<file path="config.mk">
export PLATFORM = sky130hd
export DESIGN_NAME = key_dir_arbiter
export DESIGN_NICKNAME = d
export VERILOG_FILES = /design/src/rtl/key_dir_arbiter.sv
export SDC_FILE = /design/constraint.sdc
export NUM_CORES = 1
export LEC_CHECK = 0
export BUFFER_PORTS_ARGS = -buffer_cell sky130_fd_sc_hd__buf_2
export CAP_MARGIN = 20
export CORE_MARGIN = 2
export CORE_UTILIZATION = 40
export CTS_CLUSTER_DIAMETER = 200
export DETAILED_ROUTE_END_ITERATION = 10
export MAX_ROUTING_LAYER = met4
export PLACE_DENSITY = 0.65
export SKIP_CTS_REPAIR_TIMING = 1
export SLEW_MARGIN = 25
export SYNTH_ARGS = -nofsm -noshare
export SYNTH_HDL_FRONTEND = slang
export SYNTH_SLANG_ARGS = --single-unit
</file>
<file path="constraint.sdc">
create_clock -name clk -period 3.4 [get_ports clk]
set_input_delay 0.51 -clock clk [delete_from_list [all_inputs] [get_ports clk]]
set_output_delay 0.51 -clock clk [all_outputs]
set_load 0.01 [all_outputs]
</file>
<file path="src/rtl/key_dir_arbiter.sv">
// rtl/key_dir_arbiter.sv - key press edge detect, direction arbitration, move FIFO and run/pause state
module key_dir_arbiter #(
  parameter int         DEPTH    = 2,
  parameter logic [1:0] INIT_DIR = 2'd3
) (
  input  logic                     clk,
  input  logic                     rst,
  input  logic                     key_up,
  input  logic                     key_down,
  input  logic                     key_left,
  input  logic                     key_right,
  input  logic                     key_mid,
  input  logic                     tick,
  output logic [1:0]               dir,
  output logic                     dir_valid,
  output logic                     paused,
  output logic [$clog2(DEPTH):0]   q_count
);

  localparam int PW = $clog2(DEPTH);
  localparam int CW = PW + 1;

  typedef enum logic {
    ST_RUN   = 1'b0,
    ST_PAUSE = 1'b1
  } state_t;

  state_t          state_q, state_d;
  logic [4:0]      prev_q;
  logic [1:0]      dir_q, dir_d;
  logic            dir_valid_q, dir_valid_d;
  logic [1:0]      fifo_q [DEPTH];
  logic [PW-1:0]   wr_ptr_q, wr_ptr_d;
  logic [PW-1:0]   rd_ptr_q, rd_ptr_d;
  logic [CW-1:0]   count_q, count_d;

  logic [4:0]      level;
  logic [4:0]      press;
  logic            mid_press;
  logic            cand_valid;
  logic [1:0]      cand;
  logic [PW-1:0]   tail_idx;
  logic [1:0]      ref_dir;
  logic            full;
  logic            accept;
  logic            do_pop;
  logic            do_push;
  logic            flush;

  // Bit order: up, down, left, right, mid; the order also sets arbitration priority.
  assign level     = {key_up, key_down, key_left, key_right, key_mid};
  assign press     = level & ~prev_q;
  assign mid_press = press[0];

  always_comb begin
    cand_valid = 1'b1;
    cand       = 2'd0;
    if (press[4])      cand = 2'd0;
    else if (press[3]) cand = 2'd1;
    else if (press[2]) cand = 2'd2;
    else if (press[1]) cand = 2'd3;
    else               cand_valid = 1'b0;
  end

  // A new move is judged against the last queued move, or the live heading when empty.
  assign tail_idx = wr_ptr_q - 1'b1;
  assign ref_dir  = (count_q != '0) ? fifo_q[tail_idx] : dir_q;
  assign full     = (count_q == CW'(DEPTH));

  assign accept  = (state_q == ST_RUN) && !mid_press && cand_valid && (cand[1] != ref_dir[1]);
  assign do_pop  = (state_q == ST_RUN) && tick && (count_q != '0);
  assign do_push = accept && (!full || do_pop);
  assign flush   = (state_q == ST_RUN) && mid_press;

  always_comb begin
    state_d     = state_q;
    dir_d       = dir_q;
    dir_valid_d = 1'b0;
    wr_ptr_d    = wr_ptr_q;
    rd_ptr_d    = rd_ptr_q;
    count_d     = count_q;

    if (mid_press) begin
      state_d = (state_q == ST_RUN) ? ST_PAUSE : ST_RUN;
    end

    if (do_pop) begin
      dir_d       = fifo_q[rd_ptr_q];
      dir_valid_d = 1'b1;
      rd_ptr_d    = rd_ptr_q + 1'b1;
    end

    if (do_push) begin
      wr_ptr_d = wr_ptr_q + 1'b1;
    end

    if (do_push && !do_pop) begin
      count_d = count_q + 1'b1;
    end else if (do_pop && !do_push) begin
      count_d = count_q - 1'b1;
    end

    // Pausing discards any queued moves so a resume starts from a clean slate.
    if (flush) begin
      wr_ptr_d = '0;
      rd_ptr_d = '0;
      count_d  = '0;
    end
  end

  always_ff @(posedge clk) begin
    if (rst) begin
      state_q     <= ST_PAUSE;
      prev_q      <= '1;
      dir_q       <= INIT_DIR;
      dir_valid_q <= 1'b0;
      wr_ptr_q    <= '0;
      rd_ptr_q    <= '0;
      count_q     <= '0;
      for (int i = 0; i < DEPTH; i++) begin
        fifo_q[i] <= 2'd0;
      end
    end else begin
      state_q     <= state_d;
      prev_q      <= level;
      dir_q       <= dir_d;
      dir_valid_q <= dir_valid_d;
      wr_ptr_q    <= wr_ptr_d;
      rd_ptr_q    <= rd_ptr_d;
      count_q     <= count_d;
      if (do_push && !flush) begin
        fifo_q[wr_ptr_q] <= cand;
      end
    end
  end

  assign dir       = dir_q;
  assign dir_valid = dir_valid_q;
  assign paused    = (state_q == ST_PAUSE);
  assign q_count   = count_q;

endmodule

</file>
==> metrics.csv, run 1 <==
metric,value,unit
status,"complete, no violations",
synth_top_family_by_area,simple AND/OR/NAND/NOR gates,
cts_root_buf,clkbuf_4,
async_reset_ff_share,0,%
antenna_found_initial,0,
skew,0.0105,ns
ant_nets,0,
drt_wl_total,1.20,mm
fin_nets,97,
synthAdderAreaFrac,1.70,%
die_y,46.9,um
path_max_fanout,6,
yosys.area.top_type,dfxtp_1,
wl_per_cell,10.7,um
crit_path_end_kind,flip-flop,
totalPowerFinal,354,uW
synth-xor-area-share,3.57,%
wl_met2,579,um
n_fill_cell,177,
cts_tree,done,
synthSimpleGateAreaFrac,22.6,%
grt_pass1_wl,2.16,mm
clk_pin_slew,0.10,ns
clock-sinks,17,
first_pass_iters,4,
viasPerCell,4.88,
syn2layout_area_growth,15.8,%
ir_worst_vdd,0.220,mV
ys_seq_elements,17,
clk_latency,0.29,ns
cts_buffers,3,
pwr-share-clk,30.3,%
die_w,46.9,um
hold_path_class,input pin to flip-flop,
p_switching,82.3,uW
initial_core_util,42.7,%
cap_violations,0,
port_buffers,13,
synth_compound_area_share,11.0,%
seq_power_share,61.3,%
grt_pass1_vias,546,
synth-edff-count,4,
met1Wirelength,556,um
ioPinCount,14,
worstSetupPathType,flip-flop to flip-flop,
p_int,272,uW
critical_path.startpoint,wr_ptr_q,
power_density,415,mW/mm^2
cts_max_level,1,
synth_flop_cell,dfxtp_1,
topRoutingLayerUsed,met4,
design.die.area,0.00220,mm^2
hold_violations,0,
instances_no_fill,112,
wl_met3,45,um
routed-via-count,546,
ys_types,26,
fin_setup_tns,0,ns
clock_path_buffers,2,
synthesis.nets,81,
antennaDiodeCount,0,
ys_top_cells_by_count,"dfxtp_1, nor2_1, or2_2",
rows,15,
synth_cells,72,
synth.area.top_cells,"dfxtp_1, edfxtp_1, mux2i_1",
drt-initial-drc-count,6,
max_slew_margin,80.8,%
setup_viol,0,
combinationalPowerShare,8.4,%
r2r-end,q_count[1],
drv_slew,0,
drc,0,
dp.cells,108,
cp-endpoint,q_count[1],
seq_area_frac_synth,51.6,%
post-route-period-util,68.0,%
post-dp-hpwl,903,um
layout-drive-gt1-share,27.6,%
startpoint_type,flip-flop,
grt_usage,14.6,%
finalCriticalPeriod,2.31,ns
reg2reg_from,wr_ptr_q,
synth_top_area_share,35.3,%
fp.coreArea,0.00173,mm^2
ys_warn_count,0,
crit_arrival,2.53,ns
rsz0062_at_grt,false,
grt_max_degree,14,
reg2reg_depth,7,
fin_ws,1.09,ns
worst_pin_slew,0.285,ns
pre_cts_slack,1.05,ns
required,3.62,ns
place_congestion,0.775,
grt-ovfl-total,0,
synth.most_common_cell,dfxtp_1,
synth_area_per_cell,10.2,um^2
synthMuxAreaShare,6.96,%
fmax,433,MHz
p_leak,0.342,nW
r2r_setup_slack,1.09,ns
swShare,23.3,%
synth_area,737,um^2
flip-flops by register name (all words and copies together), names as in the netlist:
| name | count |
|---|---|
| dir_valid | 1 |
| rd_ptr_q | 1 |
| paused | 1 |
| dir | 2 |
| fifo_q | 4 |
| wr_ptr_q | 1 |
| prev_q | 5 |
| q_count | 2 |
stage by stage:
step / hold WS, ns / cell area (um^2) / utilization, %
5_1_grt: 0.412 / 853 / 49.4
6_report: 0.408 / 853 / 49.4
2_1_floorplan: 0.508 / 737 / -
3_3_place_gp: 0.440 / 826 / 47.8
4_1_cts: 0.399 / 853 / 49.4
3_5_place_dp: 0.458 / 826 / 47.8
worst min path at each step:
stage / start / endpoint / slack [ns] / cells past startpoint
2_1_floorplan: dir[0] / dir[0] / 0.51 / 1
3_3_place_gp: dir[0] / dir[0] / 0.44 / 1
3_5_place_dp: dir[0] / dir[0] / 0.46 / 1
4_1_cts: key_up / prev_q[4] / 0.40 / 2
5_1_grt: key_down / prev_q[3] / 0.41 / 2
6_report: key_up / prev_q[4] / 0.41 / 2
cells by family (layout without fill, tap and decap cells):
family / count (synthesis) / in the layout
flops: 17 / 17
simple gates: 30 / 30
fa+ha+maj: 1 / 1
buf+inv: 5 / 20
xor+xnor: 3 / 3
compound gates: 11 / 11
mux: 5 / 5
placed cells by master, fill, tap and decap left out:
cell type	n
mux2i_1	4
inv_1	3
o21ai_0	1
o22ai_1	1
or3_1	3
o21bai_1	2
dfxtp_1	13
xor2_1	3
a21oi_1	1
edfxtp_1	4
nand2_2	1
clkbuf_4	3
or2_2	6
a31oi_1	1
a211o_1	3
nor2b_1	3
buf_2	13
or3b_1	1
nor4_1	2
a21boi_0	1
nor2_1	9
ha_1	1
nand2b_1	2
nor3b_1	1
nor3_1	2
clkinv_2	1
mux2_1	1
a221o_1	1
per-layer routing:
metal | vias to the layer above | global-route usage, %
met1 | 246 | 15.7
met2 | 13 | 24.4
met5 | - | -
met4 | 0 | 8.33
met3 | 4 | 3.46
li1 | 283 | -
critical path, stage by stage (launching register included):
cell	delay, ns
dfxtp_1	0.46
mux2_1	0.35
mux2i_1	0.16
mux2i_1	0.27
nor2b_1	0.21
ha_1	0.28
or3_1	0.36
a21oi_1	0.14
power by group through the flow:
| stage | Combinational (mW) | Clock [mW] | Sequential, mW |
|---|---|---|---|
| after floorplan | 0.0193 | 0 | 0.222 |
| after global placement | 0.0289 | 0 | 0.221 |
| after detailed placement | 0.0297 | 0 | 0.222 |
| after CTS | 0.0300 | 0.111 | 0.217 |
| after global routing | 0.0337 | 0.121 | 0.218 |
| final | 0.0296 | 0.107 | 0.217 |
cell type report:
| class | instances | area (um^2) | area share [%] |
|---|---|---|---|
| Inverter | 3 | 11.3 | 1.32 |
| Sequential cell | 17 | 380 | 44.6 |
| Clock buffer | 3 | 22.5 | 2.64 |
| Tap cell | 25 | 31.3 | 3.67 |
| Timing Repair Buffer | 13 | 65.1 | 7.62 |
| Clock inverter | 1 | 5.00 | 0.587 |
| Multi-Input combinational cell | 50 | 338 | 39.6 |
Power figures use the tool's default switching activity.
==> inputs of run 2 (changes only) <==
- PLACE_DENSITY: 0.65 -> 0.67
- clock period: 3.4 -> 1.94 ns (I/O delays scaled with it)
==> run 2 against run 1 <==
Effect of this change: the run now ends with negative setup slack left; sequential power increased by 75%; clock-buffer cell count unchanged; cell area increased by 8.8%; cell count increased by 8.0%; via count increased by 8.1%; utilization increased by 4.3 points; global-route usage increased by 0.27 points; sequential cell count unchanged; clock skew decreased by 0.0057 ns; non-clock buffer count increased by 9; routed wire length increased by 0.83%; fmax increased by 13%; critical endpoint unchanged; largest cell class unchanged; highest routed layer unchanged.
==> metrics.csv, run 2 (synthesized netlist as in run 1, its figures left out) <==
metric,value,unit,change
viasPerCell,4.88,,about the same
place_area,901,um^2,was 826 um^2
antenna_found_initial,0,,unchanged
finalCriticalPeriod,2.04,ns,was 2.31 ns
port_buffers,13,,unchanged
critPathTopFamily,multiplexers,,unchanged
power_density,680,mW/mm^2,was 415 mW/mm^2
die_w,46.9,um,unchanged
multi_input_area,344,um^2,was 338 um^2
hold_depth,2,,unchanged
worstSetupPathType,flip-flop to flip-flop,,unchanged
cts_root_buf,clkbuf_4,,unchanged
fin_area,928,um^2,was 853 um^2
drc,0,,unchanged
path_max_fanout,2,,was 6
post-dp-hpwl,959,um,was 903 um
antennaDiodeCount,0,,unchanged
clk_latency,0.29,ns,about the same
top_register,prev_q,,unchanged
reg2reg_depth,8,,was 7
clock_path_buffers,2,,unchanged
drt-initial-drc-count,5,,was 6
cpMostUsedCell,mux2i_1,,unchanged
ioPinCount,14,,unchanged
fp.coreArea,0.00173,mm^2,unchanged
syn2layout_area_growth,26.0,%,was 15.8%
max_slew_margin,80.6,%,was 80.8%
ant_nets,0,,unchanged
design.die.area,0.00220,mm^2,unchanged
initial_core_util,42.7,%,unchanged
clk_pin_slew,0.10,ns,about the same
largest_reg_flops,5,,unchanged
grt_pass1_vias,585,,was 546
fmax,490,MHz,was 433 MHz
n_fill_cell,181,,was 177
crit_path_end_kind,flip-flop,,unchanged
rows,15,,unchanged
top_regs,"prev_q (5), fifo_q (4)",,unchanged
path_cells,"mux2_4, mux2i_1, mux2i_1, nor2b_2, ha_1, xor2_1, or3_1, a21oi_1",,"was mux2_1, mux2i_1, mux2i_1, nor2b_1, ha_1, or3_1, a21oi_1"
p_leak,0.391,nW,was 0.342 nW
skew,0.00482,ns,was 0.0105 ns
worst_pin_slew,0.290,ns,was 0.285 ns
layout_commonest_cell,buf_2,,
rsz0062_at_grt,true,,was false
violations,negative setup slack,,
grt_max_degree,14,,unchanged
cp.depth,8,,was 7
grt_usage,14.9,%,was 14.6%
clock-sinks,17,,unchanged
most-common-layout-cells,"buf_2, dfxtp_1, nor2_1, buf_4, or2_2",,"was dfxtp_1, buf_2, nor2_1"
cts_max_level,1,,unchanged
first_pass_iters,4,,unchanged
routed-via-count,590,,was 546
wl_per_cell,10.0,um,was 10.7 um
drt_wl_total,1.21,mm,was 1.20 mm
grt_pass1_wl,2.19,mm,was 2.16 mm
post-route-period-util,105,%,was 68.0%
critical_path.slowest_cell,edfxtp_1,,was dfxtp_1
required,2.17,ns,was 3.62 ns
layout.area.seq,382,um^2,was 380 um^2
crit_arrival,2.27,ns,was 2.53 ns
hold_path_class,input pin to flip-flop,,unchanged
ir_worst_vdd,0.392,mV,was 0.220 mV
cap_violations,0,,unchanged
grt-ovfl-total,0,,unchanged
max_stage_delay,0.40,ns,was 0.46 ns
fin_ws,-0.102,ns,was 1.09 ns
cts_buffers,3,,unchanged
path_buf_inv,0,,unchanged
status,"complete, but fails checks",,"was complete, no violations"
die_y,46.9,um,unchanged
startpoint_type,flip-flop,,unchanged
hold_violations,0,,unchanged
layout-drive-gt1-share,37.5,%,was 27.6%
setup_viol,2,,was 0
place_congestion,0.791,,was 0.775
drv_slew,0,,unchanged
fin_nets,106,,was 97
fin_setup_tns,-0.128,ns,was 0 ns
cts_tree,done,,unchanged
run 2: cell count changes in the layout (fill, tap and decap cells not counted):
cell | before | now
mux2_1 | 1 | 0
nor2b_1 | 3 | 2
dfxtp_2 | 0 | 1
nor2b_2 | 0 | 1
buf_4 | 0 | 9
dfxtp_1 | 13 | 12
mux2_4 | 0 | 1
run 2: worst paths after layout:
kind                              startpoint  slack [ns]         end
worst max-delay path            fifo_q[1][1]       -0.10  q_count[1]
worst min-delay path                key_down        0.19   prev_q[3]
worst max register to register  fifo_q[1][1]       -0.10  q_count[1]
worst min register to register        dir[0]        0.46      dir[0]
run 2: area by class of cell:
| class | count | share of cell area, % |
|---|---|---|
| repair buffers | 22 | 14.3 |
| inverters | 3 | 1.21 |
| clock buffers | 3 | 2.43 |
| clock inverters | 1 | 0.539 |
| well taps | 25 | 3.37 |
| multi-input cells | 50 | 37.1 |
| flip-flops and latches | 17 | 41.1 |
run 2: metal layers:
layer / routed length [um] / track usage [%] / share of wire, % / vias to the layer above
li1: - / - / - / 301
met1: 579 / 15.3 / 48 / 273
met2: 573 / 23.8 / 47 / 14
met3: 48 / 6.92 / 4.0 / 2
met4: 10 / 7.22 / 0.83 / 0
met5: 0 / - / 0 / -
run 2: power by group:
group	switching, mW	internal, mW
logic	0.0297	0.0347
registers	0.00511	0.374
clock network	0.112	0.0767
total	0.147	0.485
run 2: stage by stage:
step | worst slack [ns] | instances | utilization (%) | total power, mW | hold slack, ns
2_1_floorplan | -0.0164 | 72 | - | 0.424 | 0.395
3_3_place_gp | 0.00937 | 117 | 52.2 | 0.450 | 0.439
3_5_place_dp | -0.0842 | 117 | 52.2 | 0.452 | 0.446
4_1_cts | -0.116 | 121 | 53.8 | 0.640 | 0.178
5_1_grt | -0.242 | 121 | 53.8 | 0.662 | 0.192
6_report | -0.102 | 121 | 53.8 | 0.631 | 0.190
==> inputs of run 3 (changes only) <==
==> constraint.sdc (replaced) <==
create_clock -name clk -period 1.94 [get_ports clk]
set_input_delay 0.097 -clock clk [delete_from_list [all_inputs] [get_ports clk]]
set_output_delay 0.097 -clock clk [all_outputs]
set_load 0.01 [all_outputs]
==> run 3 against run 2 <==
Effect of this change: the flow still finishes with violations (negative setup slack); clock skew is 0.0037 ns lower; critical path type unchanged; combinational power is 16% higher; critical path depth stayed put; non-clock buffer count stayed put; clock power hardly changed.
==> metrics.csv, run 3 (synthesized netlist as in run 1, its figures left out) <==
metric,value,unit,change
status,"complete, but fails checks",,unchanged
violations,negative setup slack,,unchanged
drt-initial-drc-count,1,,was 5
critical_path.slowest_cell,edfxtp_1,,unchanged
syn2layout_area_growth,35.3,%,was 26.0%
startpoint_type,flip-flop,,unchanged
first_pass_iters,3,,was 4
max_stage_delay,0.41,ns,was 0.40 ns
r2r-end,q_count[1],,unchanged
fp.coreArea,0.00173,mm^2,unchanged
grt_max_degree,14,,unchanged
fin_ws,-0.147,ns,was -0.102 ns
reg2reg_from,fifo_q[1][1],,unchanged
largest_reg_flops,5,,unchanged
worst_pin_slew,0.304,ns,was 0.290 ns
top_regs,"prev_q (5), fifo_q (4)",,unchanged
cts_tree,done,,unchanged
hold_path_class,input pin to flip-flop,,unchanged
clock-sinks,17,,unchanged
grt_usage,14.8,%,was 14.9%
reg2reg_depth,8,,unchanged
dp.cells,116,,was 117
post-dp-hpwl,997,um,was 959 um
die_w,46.9,um,unchanged
post-route-period-util,108,%,was 105%
most-common-layout-cells,"buf_2, dfxtp_1, nor2_1, buf_4, or2_2",,unchanged
port_buffers,13,,unchanged
design.die.area,0.00220,mm^2,unchanged
clk_latency,0.28,ns,was 0.29 ns
max_slew_margin,79.7,%,was 80.6%
antenna_found_initial,0,,unchanged
initial_core_util,42.7,%,unchanged
viasPerCell,4.93,,was 4.88
ant_nets,0,,unchanged
routed-via-count,597,,was 590
layout-drive-gt1-share,44.8,%,was 37.5%
hold_violations,0,,unchanged
drc,0,,unchanged
path_cells,"mux2_4, mux2i_1, mux2i_1, nor2b_4, ha_4, xor2_2, or3_1, a21oi_2",,"was mux2_4, mux2i_1, mux2i_1, nor2b_2, ha_1, xor2_1, or3_1, a21oi_1"
ir_worst_vdd,0.404,mV,was 0.392 mV
hold_depth,2,,unchanged
clk_pin_slew,0.10,ns,about the same
p_int,490,uW,was 485 uW
cts_root_buf,clkbuf_4,,unchanged
hold_end,prev_q[4],,was prev_q[3]
cap_violations,0,,unchanged
layout_commonest_cell,buf_2,,unchanged
p_leak,0.413,nW,was 0.391 nW
cts_max_level,1,,unchanged
cts_buffers,3,,unchanged
cpMostUsedCell,mux2i_1,,unchanged
hp-start,key_up,,was key_down
die_y,46.9,um,unchanged
wl_per_cell,10.5,um,was 10.0 um
crit_arrival,2.31,ns,was 2.27 ns
fmax,479,MHz,was 490 MHz
drv_slew,0,,unchanged
rows,15,,unchanged
pwr-share-clk,29.1,%,was 29.9%
finalCriticalPeriod,2.09,ns,was 2.04 ns
instances_no_fill,121,,unchanged
grt_pass1_vias,585,,unchanged
setup_viol,2,,unchanged
ioPinCount,14,,unchanged
path_max_fanout,2,,unchanged
swShare,23.3,%,was 23.2%
combinationalPowerShare,11.7,%,was 10.2%
seq_power_share,59.3,%,was 60.0%
place_congestion,0.785,,was 0.791
totalPowerFinal,639,uW,was 631 uW
clock_path_buffers,2,,unchanged
grt-ovfl-total,0,,unchanged
worstSetupPathType,flip-flop to flip-flop,,unchanged
antennaDiodeCount,0,,unchanged
fin_util,57.8,%,was 53.8%
skew,0.00108,ns,was 0.00482 ns
p_switching,149,uW,was 147 uW
fin_setup_tns,-0.166,ns,was -0.128 ns
required,2.17,ns,about the same
r2r_setup_slack,-0.15,ns,was -0.10 ns
power_density,641,mW/mm^2,was 680 mW/mm^2
top_register,prev_q,,unchanged
drt_wl_total,1.27,mm,was 1.21 mm
crit_path_end_kind,flip-flop,,unchanged
grt_pass1_wl,2.24,mm,was 2.19 mm
rsz0062_at_grt,true,,unchanged
fin_nets,106,,unchanged
run 3: cell count changes in the layout (fill, tap and decap cells not counted), moves of 2 or more:
cell,before,now
nor4_1,2,0
nor4_2,0,2
o21bai_1,2,0
o21bai_4,0,2
run 3: worst max path at each step:
| stage | startpoint | end | cells past startpoint |
|---|---|---|---|
| after floorplan | wr_ptr_q | q_count[1] | 8 |
| after global placement | fifo_q[1][1] | q_count[1] | 7 |
| after detailed placement | fifo_q[1][1] | q_count[1] | 8 |
| final | fifo_q[1][1] | q_count[1] | 8 |
| after CTS | fifo_q[1][1] | q_count[1] | 8 |
| after global routing | fifo_q[1][1] | q_count[1] | 8 |
run 3: power groups by stage:
stage | logic, mW | registers (mW) | clock network, mW
after detailed placement | 0.0635 | 0.387 | 0
after floorplan | 0.0352 | 0.389 | 0
after CTS | 0.0637 | 0.379 | 0.191
after global placement | 0.0615 | 0.386 | 0
final | 0.0746 | 0.379 | 0.186
after global routing | 0.0829 | 0.381 | 0.207
run 3: layout make-up:
| class | count | area [um^2] |
|---|---|---|
| Clock inverter | 1 | 5.00 |
| Timing Repair Buffer | 22 | 133 |
| Multi-Input combinational cell | 50 | 413 |
| Inverter | 3 | 11.3 |
| Clock buffer | 3 | 22.5 |
| Tap cell | 25 | 31.3 |
| Sequential cell | 17 | 382 |
| Fill cell | 163 | 729 |
run 3: routing by layer:
layer | up-vias | part of all wire [%] | track usage [%]
met3 | 2 | 3.3 | 3.46
met4 | 0 | 0.94 | 5.00
met2 | 10 | 50 | 25.8
li1 | 302 | - | -
met1 | 283 | 46 | 16.5
met5 | - | 0 | -
run 3: worst max-delay path: cells and delay by family (launching register included):
kind,cells,cell delay [ns]
flip-flops,1,0.41
AND/OR/NAND/NOR,2,0.59
multiplexers,3,0.71
XOR/XNOR,1,0.06
AO/OA/AOI/OAI,1,0.13
adder cells (fa/ha/maj),1,0.14
run 3: per-stage QoR:
step / setup slack (ns) / hold slack, ns / instance area (um^2)
after floorplan: -0.0164 / 0.201 / 744
after global placement: 0.0109 / 0.294 / 893
after detailed placement: -0.109 / 0.301 / 893
after CTS: -0.138 / 0.00216 / 921
after global routing: -0.245 / 0.00152 / 997
final: -0.147 / 0.00437 / 997
